## src/rtl/stream_arb_pkg.sv

```systemverilog
// Shared types and constants for the stream round-robin arbiter.
package stream_arb_pkg;

  typedef enum logic {
    IDLE = 1'b0,
    LOCK = 1'b1
  } arb_state_e;

  localparam int NB_DEF = 80;
  localparam int CNT_W  = 16;
  localparam logic [CNT_W-1:0] CNT_MAX = '1;

  // Packet counters stick at all-ones instead of wrapping.
  function automatic logic [CNT_W-1:0] sat_inc(input logic [CNT_W-1:0] v);
    return (v == CNT_MAX) ? v : v + 1'b1;
  endfunction

endpackage

```

## src/rtl/stream_rr_arbiter_rr_pick.sv

```systemverilog
// Combinational round-robin search: first asserted req after index 'last', wrapping modulo N_IN.
module rr_pick #(
  parameter int N_IN  = 4,
  parameter int IDX_W = $clog2(N_IN)
) (
  input  logic [N_IN-1:0]  req,
  input  logic [IDX_W-1:0] last,
  output logic [IDX_W-1:0] idx,
  output logic             any_req
);

  logic [IDX_W-1:0] cand;

  // Walk from the farthest offset down so the nearest requester after 'last' wins.
  always_comb begin
    idx     = '0;
    any_req = 1'b0;
    cand    = '0;
    for (int k = N_IN; k >= 1; k--) begin
      cand = IDX_W'((int'(last) + k) % N_IN);
      if (req[cand]) begin
        idx     = cand;
        any_req = 1'b1;
      end
    end
  end

endmodule

```

## src/rtl/stream_rr_arbiter.sv

```systemverilog
// Packet-locked round-robin arbiter of N_IN streams into one registered output stream.
// Optional per-input packet counters are enabled with `define STREAM_RR_ARBITER_STATS_EN.
module stream_rr_arbiter
  import stream_arb_pkg::*;
#(
  parameter int N_IN = 4,
  parameter int NB   = NB_DEF
) (
  input  logic                      aclk,
  input  logic                      aresetn,
  input  logic [N_IN*NB-1:0]        in_tdata,
  input  logic [N_IN-1:0]           in_tvalid,
  input  logic [N_IN-1:0]           in_tlast,
  output logic [N_IN-1:0]           in_tready,
  output logic [NB-1:0]             out_tdata,
  output logic                      out_tvalid,
  output logic                      out_tlast,
  input  logic                      out_tready,
  output logic [$clog2(N_IN)-1:0]   out_tid,
`ifdef STREAM_RR_ARBITER_STATS_EN
  output logic [N_IN*CNT_W-1:0]     pkt_cnt,
`endif
  output arb_state_e                dbg_state
);

  localparam int IDX_W = $clog2(N_IN);

  // Handshake: a beat moves on a port in any cycle where its valid and ready are both 1;
  // valid never waits for ready, and the output stage holds its beat until it is taken.

  arb_state_e       state_q, state_d;
  logic [IDX_W-1:0] owner_q, owner_d;
  logic [IDX_W-1:0] last_q, last_d;
  logic             valid_q, valid_d;
  logic             tlast_q, tlast_d;
  logic [IDX_W-1:0] tid_q, tid_d;
  logic [NB-1:0]    data_q, data_d;

  logic [IDX_W-1:0] pick_idx;
  logic             any_req;
  logic [IDX_W-1:0] sel_idx;
  logic             sel_ok;
  logic             can_load;
  logic             accept;
  logic             sel_last;
  logic [NB-1:0]    sel_data;

  rr_pick #(
    .N_IN  (N_IN),
    .IDX_W (IDX_W)
  ) u_pick (
    .req     (in_tvalid),
    .last    (last_q),
    .idx     (pick_idx),
    .any_req (any_req)
  );

  // The owner is the only candidate while a packet is open; otherwise the pick applies at once.
  always_comb begin
    sel_idx   = (state_q == LOCK) ? owner_q : pick_idx;
    sel_ok    = (state_q == LOCK) | any_req;
    can_load  = ~valid_q | out_tready;
    accept    = sel_ok & can_load & in_tvalid[sel_idx];
    sel_last  = in_tlast[sel_idx];
    sel_data  = in_tdata[int'(sel_idx)*NB +: NB];
    in_tready = '0;
    in_tready[sel_idx] = sel_ok & can_load & aresetn;
  end

  always_comb begin
    state_d = state_q;
    owner_d = owner_q;
    last_d  = last_q;
    valid_d = valid_q;
    tlast_d = tlast_q;
    tid_d   = tid_q;
    data_d  = data_q;
    if (valid_q & out_tready) begin
      valid_d = 1'b0;
    end
    if (accept) begin
      valid_d = 1'b1;
      tlast_d = sel_last;
      tid_d   = sel_idx;
      data_d  = sel_data;
      if (sel_last) begin
        state_d = IDLE;
        last_d  = sel_idx;
      end else begin
        state_d = LOCK;
        owner_d = sel_idx;
      end
    end
  end

  always_ff @(posedge aclk or negedge aresetn) begin
    if (!aresetn) begin
      state_q <= IDLE;
      owner_q <= '0;
      last_q  <= IDX_W'(N_IN - 1);
      valid_q <= 1'b0;
      tlast_q <= 1'b0;
      tid_q   <= '0;
      data_q  <= '0;
    end else begin
      state_q <= state_d;
      owner_q <= owner_d;
      last_q  <= last_d;
      valid_q <= valid_d;
      tlast_q <= tlast_d;
      tid_q   <= tid_d;
      data_q  <= data_d;
    end
  end

  assign out_tdata  = data_q;
  assign out_tvalid = valid_q;
  assign out_tlast  = tlast_q;
  assign out_tid    = tid_q;
  assign dbg_state  = state_q;

`ifdef STREAM_RR_ARBITER_STATS_EN
  logic [N_IN-1:0][CNT_W-1:0] cnt_q, cnt_d;

  always_comb begin
    cnt_d = cnt_q;
    if (accept & sel_last) begin
      cnt_d[sel_idx] = sat_inc(cnt_q[sel_idx]);
    end
  end

  always_ff @(posedge aclk or negedge aresetn) begin
    if (!aresetn) begin
      cnt_q <= '0;
    end else begin
      cnt_q <= cnt_d;
    end
  end

  assign pkt_cnt = cnt_q;
`endif

endmodule
```

## config.mk

```make
export PLATFORM = sky130hd
export DESIGN_NAME = stream_rr_arbiter
export DESIGN_NICKNAME = d
export VERILOG_FILES = /design/src/rtl/stream_arb_pkg.sv /design/src/rtl/stream_rr_arbiter_rr_pick.sv /design/src/rtl/stream_rr_arbiter.sv
export SDC_FILE = /design/constraint.sdc
export NUM_CORES = 1
export LEC_CHECK = 0
export CORE_AREA = 2 2 165 167
export CTS_CLUSTER_DIAMETER = 150
export DETAILED_ROUTE_END_ITERATION = 8
export DIE_AREA = 0 0 167 169
export HOLD_SLACK_MARGIN = 0.03
export PLACE_DENSITY = 0.56
export RECOVER_POWER = 50
export SYNTH_ARGS = -nofsm -noshare
export SYNTH_HDL_FRONTEND = slang
export SYNTH_SLANG_ARGS = --single-unit
```

## constraint.sdc

```tcl
create_clock -name aclk -period 6.78 [get_ports aclk]
set_clock_uncertainty 0.1 [all_clocks]
set_input_delay 0.678 -clock aclk [delete_from_list [all_inputs] [get_ports aclk]]
set_output_delay 0.678 -clock aclk [all_outputs]
set_load 0.05 [all_outputs]
```

==> flow_summary.rst <==
.. list-table::
   :header-rows: 1

   * - Metric
     - Value
   * - Finished Core Util
     - 0.406
   * - Longest individual stage delay on the worst path
     - ~1.9 ns
   * - Launching instance or port of the critical path
     - aresetn
   * - # Max-Cap Violations
     - 2
   * - Most frequent standard cell in the layout excluding fill and tap cells
     - clkdlybuf4s50_1
   * - Share of cells above drive strength 1
     - 0.0581
   * - DR vias
     - around 6900
   * - Cell Pwr Density
     - ~520 nW/um2
   * - CTS H-tree depth
     - 3
   * - Sinks on Clock Net
     - 89
   * - Global-route wire length before repair
     - 36000 um
   * - Data arrival time of the critical path
     - 4.42 ns
   * - Reg-to-reg critical path endpoint
     - owner_q[1]$_DFFE_PN0P_
   * - Worst path slowest cell
     - clkbuf_1
   * - Most used cells in the layout excluding fill and tap cells
     - 374 x clkdlybuf4s50_1, 325 x nand2_1, 87 x dfrtp_1
   * - Clock latency at the later pin of the worst-skew pair
     - between 0.3 and 0.4 ns
   * - Area after DPL
     - approximately 10000 um2
   * - Met3 usage in global routing
     - 0.0388
   * - Root buffer cell
     - clkbuf_16
   * - Congestion Overflow GR
     - 0
   * - Area of the core
     - between 20000 and 30000 um2
   * - CP most frequent cell
     - clkbuf_1
   * - GR Util All Layers
     - 0.161
   * - Worst-Margin Slew
     - roughly 2.5 ns
   * - Via density per instance
     - 4.62
   * - Remaining antenna violation count after routing
     - 0
   * - Port bufs
     - roughly 420
   * - Wire length after detailed routing
     - approximately 24000 um
   * - Number of cells after detailed placement
     - 1479
   * - Number of design-rule violations left by the first detailed-router iteration
     - ~300
   * - Via count of the first global-routing pass
     - roughly 6500
   * - Cell types with the largest area share after synthesis
     - dfrtp_1 36%, nand2_1 20%, mux2_1 8.6%, and3_1 8.6%, a31oi_1 8.4%
   * - Max IR drop VDD
     - between 0.3 and 0.4 mV
   * - Cell row count
     - 60
   * - Critical path's top delay family
     - buffers and inverters
   * - Clock transition at the registers of the reported paths
     - about 0.060 ns
   * - Synthesized net count
     - approximately 1100
   * - Crit Path Category
     - in2async
   * - Cell depth of the worst flop-to-flop path
     - 8
   * - Met1 Resource Use GR
     - 0.186
   * - Area fraction of the dominant cell type after synthesis
     - 0.363
   * - HPWL reported at the end of detailed placement
     - roughly 18000 um
   * - Total power
     - around 5600 uW
   * - Vertical die dimension
     - 169 um
   * - # IOs
     - 420
   * - Cell type contributing the most total cell area after synthesis
     - dfrtp_1
   * - Post-synthesis to final-layout area growth
     - 79.3%
   * - Cell chain of the critical path
     - clkbuf_1, clkbuf_1
   * - Die extent in x
     - ~170 um
   * - Starting density of the core
     - 0.226
   * - Placer's final routability congestion estimate
     - 0.838
   * - Final critical-path share of the clock period
     - 0.679
   * - Post-route non-filler standard cell count
     - between 1000 and 1500
   * - Number of warnings reported in the yosys synthesis log
     - 0
   * - Number of antenna cells inserted
     - 0
   * - CTS tree
     - yes
   * - Outcome
     - complete, but fails checks
   * - Worst slew margin relative to its limit
     - -0.693
   * - Number of fillers in the final layout
     - approximately 2700
   * - Final sum of negative setup slack
     - 0 ns
   * - Met2 routing resource usage after global routing
     - 0.291
   * - Sort of element at the start of the critical path
     - input port
   * - Post-CTS sizing
     - 0
   * - Worst-path fanout max
     - 47
   * - Setup repair after global routing missed its margin
     - no
   * - Sequential fraction of the synthesis area
     - 0.372
   * - Logic depth of the worst path, buffers included
     - 2
   * - DRT Pass-1 Iters
     - 4
   * - Post-route minimum period
     - 4.60 ns
   * - Setup slack of the worst register-to-register path
     - approximately 3.2 ns
   * - Final setup vio count
     - 0
   * - Average wire per standard cell
     - 16.1 um
   * - Post-Syn Area
     - 6000 um2
   * - Crit path required time
     - around 6.6 ns
   * - Failing checks
     - max-capacitance violations, max-slew violations
   * - Final Slew Violations
     - 94
   * - Worst min-delay path category
     - reg2reg
   * - Final-stage net count
     - about 1500
   * - Peak-usage layer in the global routing report
     - met2
   * - Highest attainable clock frequency
     - around 220 MHz
   * - Crit path buf inv count
     - 2
   * - Final hold vios
     - 0
   * - Distinct cell type count after synthesis
     - 35
   * - DRC violations left
     - 0
   * - Post-synthesis average cell area
     - slightly below 8 um2
   * - Maximum number of pins on one net before global-route repair
     - 89
   * - Area taken by multi-input logic gates
     - approximately 3500 um2
   * - Critical path destination
     - out_tdata[63]$_DFFE_PN0P_
   * - Number of clock buffers inserted by TritonCTS
     - 9
   * - Leak
     - approximately 0.0045 uW
   * - Number of instances in the synthesized netlist
     - roughly 780
   * - Initial antenna violation count
     - 0
   * - Critical path capture point type
     - asynchronous set/reset pin
   * - Register cell area after layout
     - ~2200 um2
   * - Deepest clock path buffer count
     - 2
   * - Flip-flop and latch count after synthesis
     - 89
   * - Worst reg2reg path startpoint
     - last_q[1]$_DFFE_PN1P_
   * - Number of buffers inserted by hold repair at cts
     - 0
   * - Post-route cell area
     - 10800 um2
   * - Total die area
     - around 28000 um2
   * - Setup bufs post-CTS
     - 0
==> registers in the layout (all words and copies together), names as in the netlist <==
register    flops
out_tlast       1
last_q          2
out_tdata      80
out_tid         2
out_tvalid      1
dbg_state       1
owner_q         2
==> area by class of cell <==
cell class              instances  share of cell area
repair buffers                428               0.395
multi-input cells             617               0.327
flip-flops and latches         89               0.207
well taps                     341              0.0397
clock buffers                  12              0.0229
clock inverters                 4             0.00709
inverters                       4             0.00140
==> worst min path at each step <==
stage                              start                        end  slack, ns  depth (start not counted)
3_5_place_dp   out_tdata[74]$_DFFE_PN0P_  out_tdata[74]$_DFFE_PN0P_       0.37                          1
6_report       out_tdata[74]$_DFFE_PN0P_  out_tdata[74]$_DFFE_PN0P_       0.38                          1
4_1_cts                          aresetn  out_tdata[11]$_DFFE_PN0P_       0.25                          1
3_3_place_gp   out_tdata[10]$_DFFE_PN0P_  out_tdata[10]$_DFFE_PN0P_       0.37                          1
2_1_floorplan                    aresetn      dbg_state$_DFFE_PN0P_       0.28                          0
5_1_grt        out_tdata[28]$_DFFE_PN0P_  out_tdata[28]$_DFFE_PN0P_       0.39                          1
==> metrics by stage <==
stage | hold slack (ns) | worst slack [ns]
floorplan | 0.282 | 3.29
global placement | 0.366 | 2.17
detailed placement | 0.374 | 2.19
CTS | 0.253 | 2.19
global route | 0.393 | 1.15
finish | 0.375 | 2.18
==> layer usage <==
layer | part of all wire | wire length, um
met4 | 0.019 | 448
met5 | 0 | 0
met3 | 0.072 | 1730
met1 | 0.41 | 9850
met2 | 0.50 | 12100
==> power by group <==
part	switching (uW)	leakage, uW	internal [uW]	total, uW
clock	209	0.000153	334	544
sequential	144	0.00103	836	980
combinational	2520	0.00335	1520	4040
total	2870	0.00453	2690	5560
==> kinds of logic (layout without fill, tap and decap cells) <==
family | count (synthesis) | in the layout | synth area share
AO/OA/AOI/OAI | 102 | 102 | 0.112
buffers and inverters | 69 | 448 | 0.0478
flip-flops | 89 | 89 | 0.372
multiplexers | 87 | 87 | 0.163
AND/OR/NAND/NOR | 428 | 428 | 0.306
==> synth_stat cells <==
| cell type | number |
|---|---|
| a211oi_2 | 1 |
| a21boi_0 | 1 |
| a21boi_1 | 1 |
| a21oi_1 | 2 |
| a22o_1 | 1 |
| a22oi_1 | 1 |
| a31oi_1 | 81 |
| and3_1 | 82 |
| buf_1 | 3 |
| buf_2 | 7 |
| buf_4 | 5 |
| clkbuf_1 | 50 |
| dfrtp_1 | 87 |
| dfstp_2 | 2 |
| inv_1 | 4 |
| mux2_1 | 46 |
| mux2_2 | 38 |
| mux2i_1 | 3 |
| nand2_1 | 325 |
| nand2b_1 | 2 |
| nand3_1 | 2 |
| nor2_1 | 11 |
| nor2b_1 | 2 |
| nor3b_1 | 1 |
| nor4_1 | 2 |
| o211a_1 | 1 |
| o21a_1 | 3 |
| o21ai_0 | 4 |
| o221a_1 | 1 |
| o221ai_1 | 1 |
| o311a_1 | 1 |
| o31ai_1 | 1 |
| o41a_1 | 1 |
| o41ai_1 | 1 |
| or4_1 | 1 |
No activity file was read; power rests on OpenSTA's default activity.
